## config.mk

```make
export PLATFORM = sky130hd
export DESIGN_NAME = dmem_arbiter
export DESIGN_NICKNAME = d
export VERILOG_FILES = /design/src/rtl/dmem_arb_pkg.sv /design/src/rtl/dmem_arb_req_latch.sv /design/src/rtl/dmem_arbiter.sv
export SDC_FILE = /design/constraint.sdc
export NUM_CORES = 1
export LEC_CHECK = 0
export ABC_AREA = 1
export CAP_MARGIN = 20
export CELL_PAD_IN_SITES_DETAIL_PLACEMENT = 0
export CELL_PAD_IN_SITES_GLOBAL_PLACEMENT = 2
export CORE_MARGIN = 2
export CORE_UTILIZATION = 24
export DETAILED_ROUTE_END_ITERATION = 7
export HOLD_SLACK_MARGIN = 0.12
export PLACE_DENSITY_LB_ADDON = 0.1
export SLEW_MARGIN = 25
export SYNTH_ARGS = -nofsm -noshare
export SYNTH_HDL_FRONTEND = slang
export SYNTH_HIERARCHICAL = 1
export SYNTH_SLANG_ARGS = --single-unit
```

## constraint.sdc

```tcl
create_clock -name clk -period 2.5 [get_ports clk]
set_input_delay 0.25 -clock clk [delete_from_list [all_inputs] [get_ports clk]]
set_output_delay 0.25 -clock clk [all_outputs]
set_load 0.02 [all_outputs]
```

## src/rtl/dmem_arb_pkg.sv

```systemverilog
// dmem_arb_pkg
// Shared definitions for the data-memory arbiter: FSM state encoding, grant
// owner encoding, RAM access size / direction codes and the alignment helper.
package dmem_arb_pkg;

    typedef enum logic [1:0] {
        IDLE    = 2'd0,
        CPU_ACC = 2'd1,
        EXT_ACC = 2'd2,
        RESP    = 2'd3
    } arb_state_e;

    typedef enum logic {
        OWNER_CPU = 1'b0,
        OWNER_EXT = 1'b1
    } owner_e;

    localparam logic SIZE_BYTE = 1'b0;
    localparam logic SIZE_WORD = 1'b1;
    localparam logic RW_READ   = 1'b0;
    localparam logic RW_WRITE  = 1'b1;

    // A word access must sit on a 4-byte boundary; byte accesses never fault.
    function automatic logic is_misaligned(input logic size, input logic [1:0] addr_lo);
        return (size == SIZE_WORD) && (addr_lo != 2'b00);
    endfunction

endpackage

```

## src/rtl/dmem_arb_req_latch.sv

```systemverilog
// dmem_arb_req_latch
// Holds the attributes of the granted request (rw, size, addr, wdata) so the
// RAM sees stable values for the whole access even if the requester changes
// or drops its inputs.
// Ports:
//   clk, reset         clock / asynchronous active-low reset
//   load               capture enable (asserted on a grant)
//   src_rw .. src_wdata  attributes of the winning port
//   rw .. wdata        captured attributes
module dmem_arb_req_latch
    import dmem_arb_pkg::*;
#(
    parameter int ADDR_W = 8
) (
    input  logic              clk,
    input  logic              reset,
    input  logic              load,
    input  logic              src_rw,
    input  logic              src_size,
    input  logic [ADDR_W-1:0] src_addr,
    input  logic [31:0]       src_wdata,
    output logic              rw,
    output logic              size,
    output logic [ADDR_W-1:0] addr,
    output logic [31:0]       wdata
);

    logic              rw_r;
    logic              size_r;
    logic [ADDR_W-1:0] addr_r;
    logic [31:0]       wdata_r;

    // Capture the winning request on a grant, hold otherwise
    always_ff @(posedge clk or negedge reset) begin
        if (!reset) begin
            rw_r    <= RW_READ;
            size_r  <= SIZE_BYTE;
            addr_r  <= {ADDR_W{1'b0}};
            wdata_r <= 32'h0000_0000;
        end else if (load) begin
            rw_r    <= src_rw;
            size_r  <= src_size;
            addr_r  <= src_addr;
            wdata_r <= src_wdata;
        end else begin
            rw_r    <= rw_r;
            size_r  <= size_r;
            addr_r  <= addr_r;
            wdata_r <= wdata_r;
        end
    end

    assign rw    = rw_r;
    assign size  = size_r;
    assign addr  = addr_r;
    assign wdata = wdata_r;

endmodule

```

## src/rtl/dmem_arbiter.sv

```systemverilog
// dmem_arbiter
// Shares the single-port data RAM between the pipeline MEM stage (cpu port)
// and an external loader/debug port (ext port). Models a RAM latency of
// WAIT_CYCLES+1 access cycles, stalls the pipeline while a cpu access waits
// or runs, and gives ext priority once it has lost STARVE_LIMIT cycles.
// Optional build macro: DMEM_ARB_PERF_EN adds saturating grant/stall counters.
// Ports:
//   clk, reset                         clock / asynchronous active-low reset
//   cpu_req/rw/size/addr/wdata         MEM-stage request
//   cpu_rdata, cpu_stall               load data, pipeline freeze
//   ext_req/rw/size/addr/wdata         external request (held until ext_ack)
//   ext_rdata, ext_ack                 read data, completion pulse
//   err                                misaligned word access pulse
//   cpu_grant_cnt, ext_grant_cnt, stall_cnt  (DMEM_ARB_PERF_EN only)
//   ram_enable/rw/size/addr/din, ram_dout   RAM interface
module dmem_arbiter
    import dmem_arb_pkg::*;
#(
    parameter int ADDR_W       = 8,
    parameter int WAIT_CYCLES  = 1,
    parameter int STARVE_LIMIT = 4
) (
    input  logic              clk,
    input  logic              reset,
    input  logic              cpu_req,
    input  logic              cpu_rw,
    input  logic              cpu_size,
    input  logic [ADDR_W-1:0] cpu_addr,
    input  logic [31:0]       cpu_wdata,
    output logic [31:0]       cpu_rdata,
    output logic              cpu_stall,
    input  logic              ext_req,
    input  logic              ext_rw,
    input  logic              ext_size,
    input  logic [ADDR_W-1:0] ext_addr,
    input  logic [31:0]       ext_wdata,
    output logic [31:0]       ext_rdata,
    output logic              ext_ack,
    output logic              err,
`ifdef DMEM_ARB_PERF_EN
    output logic [15:0]       cpu_grant_cnt,
    output logic [15:0]       ext_grant_cnt,
    output logic [15:0]       stall_cnt,
`endif
    output logic              ram_enable,
    output logic              ram_rw,
    output logic              ram_size,
    output logic [ADDR_W-1:0] ram_addr,
    output logic [31:0]       ram_din,
    input  logic [31:0]       ram_dout
);

    localparam logic [3:0] WAIT_C  = 4'(WAIT_CYCLES);
    localparam logic [3:0] STARVE_C = 4'(STARVE_LIMIT);

    arb_state_e        state_r;
    owner_e            owner_r;
    logic [3:0]        wait_cnt_r;
    logic [3:0]        starve_cnt_r;
    logic [31:0]       cpu_rdata_r;
    logic [31:0]       ext_rdata_r;
    logic              ext_ack_r;
    logic              err_r;
    logic              ram_enable_r;

    logic              grant_cpu_s;
    logic              grant_ext_s;
    logic              load_s;
    logic              mis_s;
    logic              ext_busy_s;
    logic              sel_rw_s;
    logic              sel_size_s;
    logic [ADDR_W-1:0] sel_addr_s;
    logic [31:0]       sel_wdata_s;
    logic              lat_rw_s;
    logic              lat_size_s;
    logic [ADDR_W-1:0] lat_addr_s;
    logic [31:0]       lat_wdata_s;

    // Arbitration: cpu wins unless ext has been starved long enough
    always_comb begin
        grant_cpu_s = 1'b0;
        grant_ext_s = 1'b0;
        if (state_r == IDLE) begin
            if (cpu_req && (!ext_req || (starve_cnt_r < STARVE_C))) begin
                grant_cpu_s = 1'b1;
            end else if (ext_req) begin
                grant_ext_s = 1'b1;
            end else begin
                grant_cpu_s = 1'b0;
            end
        end else begin
            grant_ext_s = 1'b0;
        end
    end

    // Select the winning port's attributes for capture
    always_comb begin
        sel_rw_s    = grant_ext_s ? ext_rw    : cpu_rw;
        sel_size_s  = grant_ext_s ? ext_size  : cpu_size;
        sel_addr_s  = grant_ext_s ? ext_addr  : cpu_addr;
        sel_wdata_s = grant_ext_s ? ext_wdata : cpu_wdata;
        load_s      = grant_cpu_s | grant_ext_s;
        mis_s       = is_misaligned(sel_size_s, sel_addr_s[1:0]);
        // ext holds the grant from its ACC state through its RESP cycle
        ext_busy_s  = (state_r == EXT_ACC) || ((state_r == RESP) && (owner_r == OWNER_EXT));
    end

    dmem_arb_req_latch #(
        .ADDR_W (ADDR_W)
    ) u_req_latch (
        .clk       (clk),
        .reset     (reset),
        .load      (load_s),
        .src_rw    (sel_rw_s),
        .src_size  (sel_size_s),
        .src_addr  (sel_addr_s),
        .src_wdata (sel_wdata_s),
        .rw        (lat_rw_s),
        .size      (lat_size_s),
        .addr      (lat_addr_s),
        .wdata     (lat_wdata_s)
    );

    // Access FSM with registered RAM enable, ack, err and read-data outputs
    always_ff @(posedge clk or negedge reset) begin
        if (!reset) begin
            state_r      <= IDLE;
            owner_r      <= OWNER_CPU;
            wait_cnt_r   <= 4'd0;
            cpu_rdata_r  <= 32'h0000_0000;
            ext_rdata_r  <= 32'h0000_0000;
            ext_ack_r    <= 1'b0;
            err_r        <= 1'b0;
            ram_enable_r <= 1'b0;
        end else begin
            ext_ack_r <= 1'b0;
            err_r     <= 1'b0;
            case (state_r)
                IDLE: begin
                    if (load_s) begin
                        owner_r    <= grant_ext_s ? OWNER_EXT : OWNER_CPU;
                        wait_cnt_r <= WAIT_C;
                        if (mis_s) begin
                            // Fault skips the RAM entirely and answers with zero data
                            state_r      <= RESP;
                            err_r        <= 1'b1;
                            ram_enable_r <= 1'b0;
                            if (grant_ext_s) begin
                                ext_rdata_r <= 32'h0000_0000;
                                ext_ack_r   <= 1'b1;
                            end else begin
                                cpu_rdata_r <= 32'h0000_0000;
                            end
                        end else begin
                            state_r      <= grant_ext_s ? EXT_ACC : CPU_ACC;
                            ram_enable_r <= 1'b1;
                        end
                    end else begin
                        state_r      <= IDLE;
                        ram_enable_r <= 1'b0;
                    end
                end
                CPU_ACC, EXT_ACC: begin
                    if (wait_cnt_r == 4'd0) begin
                        state_r      <= RESP;
                        ram_enable_r <= 1'b0;
                        ext_ack_r    <= (owner_r == OWNER_EXT);
                        if (lat_rw_s == RW_READ) begin
                            if (owner_r == OWNER_EXT) begin
                                ext_rdata_r <= ram_dout;
                            end else begin
                                cpu_rdata_r <= ram_dout;
                            end
                        end else begin
                            cpu_rdata_r <= cpu_rdata_r;
                        end
                    end else begin
                        wait_cnt_r   <= wait_cnt_r - 4'd1;
                        ram_enable_r <= 1'b1;
                    end
                end
                RESP: begin
                    state_r      <= IDLE;
                    ram_enable_r <= 1'b0;
                end
                default: begin
                    state_r      <= IDLE;
                    ram_enable_r <= 1'b0;
                end
            endcase
        end
    end

    // Starvation counter: counts cycles ext waits without holding the grant
    always_ff @(posedge clk or negedge reset) begin
        if (!reset) begin
            starve_cnt_r <= 4'd0;
        end else if (grant_ext_s) begin
            starve_cnt_r <= 4'd0;
        end else if (ext_req && !ext_busy_s && (starve_cnt_r < STARVE_C)) begin
            starve_cnt_r <= starve_cnt_r + 4'd1;
        end else begin
            starve_cnt_r <= starve_cnt_r;
        end
    end

    // Stall is released only in the cpu's own RESP cycle; forced low in reset
    assign cpu_stall  = reset & cpu_req & ~((state_r == RESP) & (owner_r == OWNER_CPU));

    assign cpu_rdata  = cpu_rdata_r;
    assign ext_rdata  = ext_rdata_r;
    assign ext_ack    = ext_ack_r;
    assign err        = err_r;
    assign ram_enable = ram_enable_r;
    assign ram_rw     = lat_rw_s;
    assign ram_size   = lat_size_s;
    assign ram_addr   = lat_addr_s;
    assign ram_din    = lat_wdata_s;

`ifdef DMEM_ARB_PERF_EN
    logic [15:0] cpu_grant_cnt_r;
    logic [15:0] ext_grant_cnt_r;
    logic [15:0] stall_cnt_r;

    // Saturating grant and stall statistics
    always_ff @(posedge clk or negedge reset) begin
        if (!reset) begin
            cpu_grant_cnt_r <= 16'h0000;
            ext_grant_cnt_r <= 16'h0000;
            stall_cnt_r     <= 16'h0000;
        end else begin
            if (grant_cpu_s && (cpu_grant_cnt_r != 16'hFFFF)) begin
                cpu_grant_cnt_r <= cpu_grant_cnt_r + 16'h0001;
            end else begin
                cpu_grant_cnt_r <= cpu_grant_cnt_r;
            end
            if (grant_ext_s && (ext_grant_cnt_r != 16'hFFFF)) begin
                ext_grant_cnt_r <= ext_grant_cnt_r + 16'h0001;
            end else begin
                ext_grant_cnt_r <= ext_grant_cnt_r;
            end
            if (cpu_stall && (stall_cnt_r != 16'hFFFF)) begin
                stall_cnt_r <= stall_cnt_r + 16'h0001;
            end else begin
                stall_cnt_r <= stall_cnt_r;
            end
        end
    end

    assign cpu_grant_cnt = cpu_grant_cnt_r;
    assign ext_grant_cnt = ext_grant_cnt_r;
    assign stall_cnt     = stall_cnt_r;
`endif

endmodule

```

==> metrics.csv <==
stage;metric;value;unit
routing;number of antenna-violating nets in the routed design;0;
power;switching fraction of total power;0.449;
setup_path;type of element launching the critical path;flip-flop;
min_path;hold path startpoint;ext_rdata[13];
run_status;result of the run;complete, no violations;
power;leakage power summed over all cells;4.71;nW
power;pwr/cell area;1330;nW/um2
global_route;total congestion overflow;0;
setup_path;data required time at the worst endpoint;2.80;ns
cts;number of post-CTS setup repair buffers;0;
routing;DRC Markers;0;
sta;post-route minimum period;2.13;ns
cts;number of CTS-inserted buffers;17;
setup_path;destination of the worst register-to-register timing path;cpu_rdata[22];
final_layout;number of nets at the end of the flow;1122;
synth;area of the mapped netlist;5970;um2
cts;Clk pin slew, worst setup/hold paths;0.06;ns
final_layout;final non-filler cell area;9170;um2
final_layout;Fillers;2660;
setup_path;count of buffering cells on the critical path with inverters included;3;
sta;Max Slew Vio Count;0;
final_layout;antenna cells;0;
power;share of power burned in the clock network;0.199;
synth;leading area contributor after synthesis;sky130_fd_sc_hd__dfrtp_1;
die;top-level I/O count;230;
routing;Detailed Route Iter0 Violations;269;
final_layout;Register Area;3000;um2
synth;Synth Area per Inst;7.74;um2
synth;number of cells produced by synthesis;772;
placement;dpl hpwl;13600;um
final_layout;Syn-to-layout area delta;53.5;%
routing;routed length per placed instance;14.8;um
placement;count of port buffers added during placement;229;
global_route;global-route wire length before repair;31200;um
final_layout;Non-Filler Instances;1331;
final_layout;total area of multi-input combinational cells;2430;um2
flow_run;max cap viols;0;
cts;clock latency on the worst-skew pair;0.41;ns
synth;share of the synthesized area in the top cell type;0.503;
min_path;Hold Crit Endpoint;ext_rdata[13];
synth;sequential fraction of the synthesis area;0.503;
cts;number of levels in the clock H-tree;4;
cts;root buffer cell;sky130_fd_sc_hd__clkbuf_16;
die;die footprint;26200;um2
placement;placed standard-cell area;8580;um2
sta;worst clock skew on the final layout;0.0111;ns
power;switching component of the power;0.00547;W
cts;buffer depth of the longest clock path;2;
cts;CTS tree;built;
setup_path;chain of cells forming the critical path;inv_1 > ha_2 > o21ai_1 > nand2_1 > o21ai_1 > inv_2 > nand2_1 > nor2_4 > nand3_2 > buf_12 > nand2_1 > nand2_1;
setup_path;depth of the worst register-to-register path;12;
sta;maximum clock rate;469;MHz
synth;count of warnings emitted by yosys;6;
setup_path;crit path capture type;flip-flop;
setup_path;worst flop-to-flop path startpoint;state_r[0];
power;design internal power;0.00672;W
sta;smallest hold slack;0.466;ns
synth;count of state elements after synthesis;120;
setup_path;slack of the worst reg-to-reg path;0.37;ns
synth;Mapped Nets;900;
sta;setup repair after global routing missed its margin;no;
global_route;antenna violations before repair;0;
setup_path;slowest stage cell on the critical path;sky130_fd_sc_hd__dfrtp_1;
sta;final setup violation count;0;
power;part of the power in registers;0.260;
die;floorplan die width;162;um
die;effective utilization at floorplan;0.245;
routing;Avg Vias per Cell;4.14;
die;area of the core;24400;um2
final_layout;proportion of layout cells with a drive suffix above 1;0.0814;
placement;cell count after placement;1298;
setup_path;family with the most delay on the worst path;simple AND/OR/NAND/NOR gates;
sta;post-route clock period utilization;0.853;
die;y dimension of the die;162;um
sta;Final TNS setup;0;ns
power;Combinational Power Share;0.542;
sta;relative slew slack;0.520;
routing;Post-Route WL;19800;um
setup_path;Crit Path Max Fanout;24;
die;total number of placement rows;57;
cts;number of clock sinks seen by CTS;120;
routing;routed via count;5510;
min_path;class of the most critical hold timing path;flip-flop to flip-flop;
sta;number of endpoints with negative hold slack in the final report;0;
synth;unique cell type count in the Yosys netlist;30;
setup_path;most used cell, CP;sky130_fd_sc_hd__nand2_1;
routing;TritonRoute pass-1 iters;5;
power;maximum resistive drop on vdd;793;uV
min_path;cell depth of the worst min-delay path;2;
setup_path;critical path data arrival time;2.43;ns
global_route;Total GRT Usage;0.154;
setup_path;Largest stage delay, worst path;0.41;ns
global_route;maximum number of pins on one net before global-route repair;121;
synth;synth top area cells;sky130_fd_sc_hd__dfrtp_1 (50%), sky130_fd_sc_hd__nand2_1 (26%), sky130_fd_sc_hd__nand4_1 (6.7%), sky130_fd_sc_hd__inv_1 (3.3%), sky130_fd_sc_hd__buf_6 (2.3%);
placement;Placer Congestion;0.705;
global_route;number of global-route vias before repair;5523;
sta;Worst Tran Pin Value;0.719;ns
setup_path;type of the worst setup path;flip-flop to flip-flop;
[kinds of logic after synthesis]
logic type	Yosys count	synth area share
XOR/XNOR	3	0.00440
AND/OR/NAND/NOR	512	0.361
multiplexers	1	0.00189
AO/OA/AOI/OAI	21	0.0220
adder cells (fa/ha/maj)	8	0.0168
buffers and inverters	107	0.0911
flip-flops	120	0.503
[placed cells by master, fill, tap and decap left out, types with 2 or more instances in the layout]
cell type,netlist,layout
sky130_fd_sc_hd__nand2_1,414,413
sky130_fd_sc_hd__clkdlybuf4s50_1,0,228
sky130_fd_sc_hd__dfrtp_1,120,120
sky130_fd_sc_hd__nand4_1,64,64
sky130_fd_sc_hd__inv_1,53,53
sky130_fd_sc_hd__clkbuf_16,0,17
sky130_fd_sc_hd__buf_4,5,17
sky130_fd_sc_hd__nand2_2,13,14
sky130_fd_sc_hd__nor2_1,9,9
sky130_fd_sc_hd__ha_1,8,7
sky130_fd_sc_hd__nand3_1,6,6
sky130_fd_sc_hd__a21oi_1,5,5
sky130_fd_sc_hd__o21ai_0,5,5
sky130_fd_sc_hd__buf_12,0,5
sky130_fd_sc_hd__inv_2,4,4
sky130_fd_sc_hd__o21ai_1,4,4
sky130_fd_sc_hd__clkinv_2,0,4
sky130_fd_sc_hd__clkinvlp_4,0,4
sky130_fd_sc_hd__xor2_1,3,3
sky130_fd_sc_hd__o21ai_2,2,2
sky130_fd_sc_hd__nor2_4,2,2
sky130_fd_sc_hd__nand3_2,2,2
sky130_fd_sc_hd__o22ai_1,2,2
sky130_fd_sc_hd__clkbuf_1,18,2
sky130_fd_sc_hd__clkinv_4,0,2
sky130_fd_sc_hd__bufinv_16,0,2
[flip-flops by register name (all words and copies together), names as in the netlist]
signal             cells
cpu_rdata             32
err                    1
ext_ack                1
ext_rdata             32
owner_r                1
ram_enable             1
starve_cnt_r           4
state_r                2
u_req_latch/addr       8
u_req_latch/rw         1
u_req_latch/size       1
u_req_latch/wdata     32
wait_cnt_r             4
[worst min-delay path: stages (launching register included)]
cell and delay (ns):
sky130_fd_sc_hd__dfrtp_1 0.34, sky130_fd_sc_hd__nand2_1 0.05, sky130_fd_sc_hd__nand2_1 0.04
[Yosys cell counts, drive strengths merged]
library cell  number
o22ai              2
nor2              12
o21ai             11
a21oi              6
nand2            427
nand4             64
nand3b             1
xor2               3
mux2               1
nand3              8
o211ai             1
o31ai              1
inv               58
buf               31
dfrtp            120
clkbuf            18
ha                 8
[through the flow]
stage                     setup WS (ns)   util  total power, W
after global placement            0.242  0.352         0.00993
after floorplan                   0.606      -         0.00718
after global routing             0.0691  0.376          0.0132
after CTS                         0.271  0.376          0.0124
after detailed placement          0.180  0.352         0.00989
final                             0.368  0.376          0.0122
[metal layers]
| layer | global-route usage | part of all wire |
|---|---|---|
| met1 | 0.201 | 0.46 |
| met2 | 0.234 | 0.44 |
| met3 | 0.0679 | 0.094 |
| met4 | 0.0374 | 0.0084 |
| met5 | 0 | 0 |
[layout make-up]
cell class              instances  area share
repair buffers                252       0.276
multi-input cells             545       0.265
flip-flops and latches        120       0.328
well taps                     324      0.0442
inverters                      58      0.0246
clock buffers                  20      0.0487
clock inverters                12      0.0139
[power by group through the flow]
stage,combinational (W),sequential (W),clock [W]
final,0.00661,0.00317,0.00242
after floorplan,0.00324,0.00394,0
after global routing,0.00739,0.00327,0.00258
after CTS,0.00672,0.00318,0.00248
after detailed placement,0.00670,0.00319,0
after global placement,0.00673,0.00320,0
[worst max path at each step]
stage,slack [ns],from,cells after the start,endpoint
after floorplan,0.61,state_r[0],8,ext_rdata[12]
after global placement,0.24,cpu_req,12,cpu_rdata[15]
after detailed placement,0.18,cpu_req,12,cpu_rdata[5]
after CTS,0.27,state_r[0],11,cpu_rdata[6]
after global routing,0.07,state_r[0],12,cpu_rdata[9]
final,0.37,state_r[0],12,cpu_rdata[22]
[what timing repair did]
| action | CTS | global route |
|---|---|---|
| endpoints found under the setup margin | 0 | 2 |
| hold endpoints to repair | 120 | 0 |
| gates resized for setup | 0 | 2 |
| hold buffers | 1 | 0 |
Power figures use the tool's default switching activity.
